$ cat config.mk
export PLATFORM = sky130hd
export DESIGN_NAME = mem_arbiter
export DESIGN_NICKNAME = d
export VERILOG_FILES = /design/src/rtl/mem_arbiter_pkg.sv /design/src/rtl/mem_arbiter.sv
export SDC_FILE = /design/constraint.sdc
export NUM_CORES = 1
export LEC_CHECK = 0
export ABC_AREA = 1
export CAP_MARGIN = 25
export CORE_AREA = 4 4 102 104
export DETAILED_ROUTE_END_ITERATION = 10
export DIE_AREA = 0 0 106 108
export GPL_ROUTABILITY_DRIVEN = 0
export GPL_TIMING_DRIVEN = 0
export PLACE_DENSITY_LB_ADDON = 0.15
export SLEW_MARGIN = 15
export SYNTH_ARGS = -nofsm -noshare
export SYNTH_HDL_FRONTEND = slang
export SYNTH_SLANG_ARGS = --single-unit
$ cat constraint.sdc
create_clock -name clk -period 1.75 [get_ports clk]
set_input_delay 0.2625 -clock clk [delete_from_list [all_inputs] [get_ports clk]]
set_output_delay 0.2625 -clock clk [all_outputs]
set_load 0.005 [all_outputs]
$ cat src/rtl/mem_arbiter_pkg.sv
// Shared definitions for the unified-memory arbiter: TinyRV1 word width, memory
// request type encodings and the arbiter FSM state type.
package mem_arbiter_pkg;

  // TinyRV1 machine word width
  localparam int unsigned XLEN = 32;

  localparam logic MEM_READ  = 1'b0;
  localparam logic MEM_WRITE = 1'b1;

  typedef enum logic [1:0] {
    StIdle  = 2'd0,
    StWaitI = 2'd1,
    StWaitD = 2'd2
  } state_e;

endpackage

$ cat src/rtl/mem_arbiter.sv
// Fetch/data arbiter for a single-ported memory: one outstanding transaction,
// data priority with a starvation limit, combinational request/response routing.
module mem_arbiter
  import mem_arbiter_pkg::*;
#(
  parameter int unsigned p_starve_limit = 4
) (
  input  logic            clk,
  input  logic            rst,

  input  logic            imemreq_val,
  output logic            imemreq_rdy,
  input  logic [XLEN-1:0] imemreq_addr,
  output logic            imemresp_val,
  output logic [XLEN-1:0] imemresp_data,

  input  logic            dmemreq_val,
  output logic            dmemreq_rdy,
  input  logic            dmemreq_type,
  input  logic [XLEN-1:0] dmemreq_addr,
  input  logic [XLEN-1:0] dmemreq_wdata,
  output logic            dmemresp_val,
  output logic [XLEN-1:0] dmemresp_data,

  output logic            memreq_val,
  input  logic            memreq_rdy,
  output logic            memreq_type,
  output logic [XLEN-1:0] memreq_addr,
  output logic [XLEN-1:0] memreq_wdata,
  input  logic            memresp_val,
  input  logic [XLEN-1:0] memresp_data
);

  localparam logic [2:0] Limit = 3'(p_starve_limit);

  state_e     state_q, state_d;
  logic [2:0] starve_q, starve_d;
  logic       arb_en, grant_i, grant_d;

  always_ff @(posedge clk or posedge rst) begin
    if (rst) begin
      state_q  <= StIdle;
      starve_q <= 3'd0;
    end else begin
      state_q  <= state_d;
      starve_q <= starve_d;
    end
  end

  always_comb begin
    state_d       = state_q;
    starve_d      = starve_q;
    grant_i       = 1'b0;
    grant_d       = 1'b0;
    imemreq_rdy   = 1'b0;
    imemresp_val  = 1'b0;
    imemresp_data = '0;
    dmemreq_rdy   = 1'b0;
    dmemresp_val  = 1'b0;
    dmemresp_data = '0;
    memreq_val    = 1'b0;
    memreq_type   = MEM_READ;
    memreq_addr   = '0;
    memreq_wdata  = '0;

    // A returning response frees the port, so a new grant can share its cycle.
    arb_en = (state_q == StIdle) || memresp_val;

    case (state_q)
      StWaitI: begin
        imemresp_val  = memresp_val;
        imemresp_data = memresp_val ? memresp_data : '0;
      end
      StWaitD: begin
        dmemresp_val  = memresp_val;
        dmemresp_data = memresp_val ? memresp_data : '0;
      end
      default: ;
    endcase

    if (arb_en) begin
      if (imemreq_val && (starve_q == Limit)) grant_i = 1'b1;
      else if (dmemreq_val)                   grant_d = 1'b1;
      else if (imemreq_val)                   grant_i = 1'b1;
    end

    if (grant_d) begin
      memreq_val   = 1'b1;
      memreq_type  = dmemreq_type;
      memreq_addr  = dmemreq_addr;
      memreq_wdata = dmemreq_wdata;
      dmemreq_rdy  = memreq_rdy;
    end else if (grant_i) begin
      memreq_val  = 1'b1;
      memreq_addr = imemreq_addr;
      imemreq_rdy = memreq_rdy;
    end

    if (arb_en) begin
      if (grant_i && memreq_rdy)      state_d = StWaitI;
      else if (grant_d && memreq_rdy) state_d = StWaitD;
      else                            state_d = StIdle;
    end

    if (grant_i && memreq_rdy) begin
      starve_d = 3'd0;
    end else if (grant_d && memreq_rdy && imemreq_val && (starve_q != Limit)) begin
      starve_d = starve_q + 3'd1;
    end

    // Outputs stay quiet for the whole reset pulse, not just until the next edge.
    if (rst) begin
      imemreq_rdy   = 1'b0;
      imemresp_val  = 1'b0;
      imemresp_data = '0;
      dmemreq_rdy   = 1'b0;
      dmemresp_val  = 1'b0;
      dmemresp_data = '0;
      memreq_val    = 1'b0;
      memreq_type   = MEM_READ;
      memreq_addr   = '0;
      memreq_wdata  = '0;
    end
  end

endmodule

Yosys cells after proc, flatten, opt, wreduce, memory -nomap -nowiden --
Index checks and enable logic that the tools add are counted.
Word-level totals: flip-flop bits (word level) 5, output and inout port bits 134, word-level logic and storage cells 50
Operators by class: add/subtract/negate cells 1, equality and inequality tests 4, multiplexer cells 35, reduce and logical (&&, ||, !) cells 8
Operators with widths (number):
- two-way mux 32 bit | 10
- two-way mux 1 bit | 21
- two-way mux 3 bit | 2
- logical AND 1 bit | 5
- two-way mux 2 bit | 2
- adder 3 x 1 -> 3 bit (second input constant) | 1
- == test 3 bit (second input constant) | 1
- != test 3 bit (second input constant) | 1
- == test 2 x 1 -> 1 bit (second input constant) | 1
- == test 2 bit (second input constant) | 1
- logical NOT 2 bit | 1
- nonzero test 2 bit | 1
- logical OR 1 bit | 1

Depth between registers and ports, before layout --
depth after elaboration 9, mapped depth 9, mapped depth without buffers 9

Worst setup path before layout --
Ideal clock, no wire load.
path kind reg2out, start reg starve_q[0], end out memreq_addr[23], data arrival time 1.294 ns, data required time 1.487 ns, path slack 0.194 ns, stages on the path, launching flop included 9, buffers on the path 1, cells stage by stage dfrtp_1 -> inv_1 -> ha_1 -> nand3_1 -> nand2_1 -> nor2_4 -> buf_4 -> nand2_1 -> a21oi_1
On the way: cells in the longest elaborated chain, start to end 7
Ends and longest elaborated chain:
- start: declaration | RTL line mem_arbiter.sv:37 | logic [2:0] starve_q, starve_d;
- start signal: assignment | RTL line mem_arbiter.sv:46 | starve_q <= starve_d;
- == test 3 bit * | RTL line mem_arbiter.sv:82 | if (imemreq_val && (starve_q == Limit)) grant_i = 1'b1;
- logical AND 1 bit * | RTL line mem_arbiter.sv:82
- two-way mux 1 bit | RTL line mem_arbiter.sv:82
- two-way mux 1 bit | RTL line mem_arbiter.sv:81 | if (arb_en) begin
- two-way mux 32 bit | RTL line mem_arbiter.sv:93 | end else if (grant_i) begin
- two-way mux 32 bit * | RTL line mem_arbiter.sv:87 | if (grant_d) begin
- two-way mux 32 bit * | RTL line mem_arbiter.sv:112 | if (rst) begin
- end: declaration | RTL line mem_arbiter.sv:28 | output logic [XLEN-1:0] memreq_addr,
Every way passes the cells marked *; elsewhere a longest branch is shown, timed or not.

Final worst setup path --
start reg starve_q[0], end out memreq_wdata[8]
On the way: cells in the longest elaborated chain, start to end 6
Ends and longest elaborated chain:
- == test 3 bit | RTL line mem_arbiter.sv:82
- logical AND 1 bit | RTL line mem_arbiter.sv:82
- two-way mux 1 bit | RTL line mem_arbiter.sv:82
- two-way mux 1 bit | RTL line mem_arbiter.sv:81
- two-way mux 32 bit | RTL line mem_arbiter.sv:87
- two-way mux 32 bit | RTL line mem_arbiter.sv:112
- end: declaration | RTL line mem_arbiter.sv:29 | output logic [XLEN-1:0] memreq_wdata,
Every way passes these cells.

==> reports/summary.txt <==
Status: finished, violations left
Violations in the final reports: negative setup slack
Maximum fanout encountered on the critical timing path: 7
Number of failing setup endpoints in the final timing report: 92
Post-synthesis instance total: 330
Worst slew pin tran: 0.502 ns
Max IR drop VDD: 0.452 mV
Antenna cell count: 0
Congestion Overflow GR: 0
Internal Power: 1.33 mW
Share of the core filled with cells in the final layout: 52.0%
Worst Setup End Kind: output pin
Row count: 36
Cell Pwr Density: 425 mW/mm^2
Max-Slew Margin vs Limit: 66.6%
Top FF cell, synth: sky130_fd_sc_hd__dfrtp_1
Required @ worst endpoint: 1.49 ns
Initial DRC Count: 108
Max cap viols: 0
Number of top-level pins: 269
X dimension of the die: 106 um
Clock slew at the register clock pins of the worst setup and hold paths: 0.04 ns
Total routing usage reported by global routing: 17.1%
Buffers on Ports: 267
Detail-routed via count per cell: 3.99
Final cycle utilization of the critical path: 116%
DRT antenna net count: 0
Total vias in the final route: 3,176
Post-synth top cells: 105 x sky130_fd_sc_hd__nor2_1, 77 x sky130_fd_sc_hd__nand2_1, 75 x sky130_fd_sc_hd__inv_1, 32 x sky130_fd_sc_hd__a21oi_1, 10 x sky130_fd_sc_hd__buf_2
Number of clock sinks: 5
Clk root buf: sky130_fd_sc_hd__clkbuf_8
Count leader, synth: sky130_fd_sc_hd__nor2_1
TritonCTS clock tree: built
Classification of the worst setup path: flip-flop to output pin
Routed wirelength normalized by instance count: 14.3 um
Skew final: 0.00466 ns
Final setup slack of the worst path: -0.279 ns
Effective utilization at floorplan: 15.4%
Placed wire-length estimate: 8.48 mm
Post-route cell area: 0.00497 sq mm
Relative contribution of combinational cells to total power: 81.3%
Hold violation total from the final report: 0
Number of enable flip-flop cells after synthesis: 0
DRC errors left: 0
H-Tree Depth: 1
Sequential fraction of the synthesis area: 8.52%
Avg Synthesized Cell Area: 4.45 sq um
Critical Path Source Type: flip-flop
Pin count of the biggest net entering global routing: 11
Placeable core region: 0.00955 sq mm
Number of hold buffers added after CTS: 0
Worst endpoint data arrival time: 1.77 ns
Relative contribution of the clock network to total power: 10.1%
Final wirelength: 11.4 mm
Cell area after synthesis: 0.00147 sq mm
Yosys reg bits: 5
Final Critical Period: 2.03 ns
Async set-reset flop share out of synthesis: 100%
Placed cell areas: 0.00431 sq mm
Maximum number of buffers from clock root to sink: 2
Path category of the worst min-delay check: input pin to asynchronous set/reset pin
Power dissipated by switching net loads: 0.775 mW
Synth Net Count: 467
Area of the die: 0.0114 sq mm
Final Max Tran Viols: 0
Library cell with the largest summed area after synthesis: sky130_fd_sc_hd__nor2_1
Yosys warning total: 0
Part of the total power dissipated in sequential elements: 8.6%
Initial antenna violation count: 0
Most area-consuming cells after synthesis: sky130_fd_sc_hd__nor2_1 27%, sky130_fd_sc_hd__nand2_1 20%, sky130_fd_sc_hd__inv_1 19%
Relative area change from synthesis to final layout: 238%
RSZ-0062 raised after global routing: true
Area fraction of the dominant cell type after synthesis: 26.8%
Ratio of cells with drive above 1 in the final layout: 42.7%
Wire length of the first global-routing pass: 16.0 mm
Number of global-route vias before repair: 2,965
Detailed-router iteration count before antenna repair: 4
Static power due to leakage: 2.91 nW
Number of nets at the end of the flow: 801
Clock buffer count from CTS: 3
Top achievable clock speed: 493 MHz
Die Height: 108 um
Library cells used by synthesis: 16
Clock latency of the later-clocked register in the worst-skew pair: 0.22 ns
Power Total: 2.11 mW
Switching share of power: 36.7%
## stage by stage
step,worst slack [ns],TNS (ns),std cells,hold WS (ns)
global placement,-0.770,-72.62,730,0.314
CTS,-0.287,-19.86,780,0.193
finish,-0.279,-14.95,796,0.206
global route,-0.358,-24.46,796,0.234
detailed placement,-0.787,-75.42,730,0.317
floorplan,0.194,0,330,0.232
## logic make-up (layout without fill, tap and decap cells)
family	Yosys count	after routing	synth area share, %
simple gates	192	192	50.4
compound gates	35	35	12.1
fa+ha+maj	2	2	1.70
buf+inv	95	428	26.7
xor+xnor	1	1	0.596
flops	5	5	8.52
## final cells by class
| type | count | area, sq um |
|---|---|---|
| fillers | 967 | 4580 |
| repair buffers | 329 | 2810 |
| multi-input cells | 230 | 1330 |
| well taps | 133 | 166 |
| flip-flops and latches | 5 | 125 |
| clock buffers | 4 | 45.0 |
| inverters | 76 | 297 |
| plain buffers | 19 | 204 |
## worst max-delay path, cell delays in order (launching register included)
cell                      delay [ns]
sky130_fd_sc_hd__dfrtp_1        0.36
sky130_fd_sc_hd__inv_2          0.07
sky130_fd_sc_hd__ha_4           0.16
sky130_fd_sc_hd__nand3_4        0.10
sky130_fd_sc_hd__nand2_4        0.06
sky130_fd_sc_hd__nor2_4         0.12
sky130_fd_sc_hd__buf_12         0.13
sky130_fd_sc_hd__nand2_8        0.07
sky130_fd_sc_hd__buf_8          0.14
sky130_fd_sc_hd__buf_6          0.11
sky130_fd_sc_hd__nor2_1         0.08
sky130_fd_sc_hd__buf_2          0.14
## power by group through the flow
stage	Sequential [mW]	Clock [mW]	Combinational, mW
2_1_floorplan	0.173	0	0.384
3_3_place_gp	0.177	0	1.04
3_5_place_dp	0.182	0	1.05
4_1_cts	0.173	0.216	1.45
5_1_grt	0.186	0.232	1.85
6_report	0.181	0.214	1.71
## flip-flops by register name (all words and copies together), names as in the netlist
register and cells:
state_q 2, starve_q 3
## layout by cell type, fill, tap and decap left out, drive strengths merged
| master | synthesis | final |
|---|---|---|
| a21oi | 32 | 32 |
| buf | 16 | 168 |
| clkbuf | 3 | 31 |
| clkdlybuf4s15 | 0 | 4 |
| clkdlybuf4s50 | 0 | 131 |
| clkinv | 1 | 1 |
| clkinvlp | 0 | 1 |
| dfrtp | 5 | 5 |
| dlygate4sd2 | 0 | 2 |
| dlymetal6s2s | 0 | 16 |
| ha | 2 | 2 |
| inv | 75 | 74 |
| nand2 | 78 | 78 |
| nand3 | 8 | 8 |
| nor2 | 106 | 106 |
| o21ai | 2 | 2 |
| o21bai | 1 | 1 |
| xor2 | 1 | 1 |
## per-layer routing
| layer | routed length [um] | global-route usage [%] | up-vias |
|---|---|---|---|
| met4 | 187 | 3.61 | 0 |
| met1 | 4100 | 18.8 | 1413 |
| li1 | - | - | 1613 |
| met5 | 0 | 0 | - |
| met3 | 817 | 3.70 | 14 |
| met2 | 6270 | 33.8 | 136 |
## final timing paths
kind	startpoint	end	slack, ns	depth (start not counted)
max in group asynchronous	rst	starve_q[2]	1.40	3
worst max-delay path	starve_q[0]	memreq_wdata[8]	-0.28	11
worst min register to register	starve_q[2]	starve_q[2]	0.58	2
min in group clk	memresp_val	state_q[1]	0.55	2
worst min-delay path	rst	state_q[1]	0.21	3
worst max register to register	starve_q[0]	starve_q[0]	-0.17	16
## repair_timing
action	in CTS	in global routing
endpoints found under the setup margin	134	132
resized for setup	465	180
gates cloned	5	3
buffers inserted	41	15
pin swaps	23	24
endpoints found under the hold margin	0	0
(Power assumes the default switching activity.)
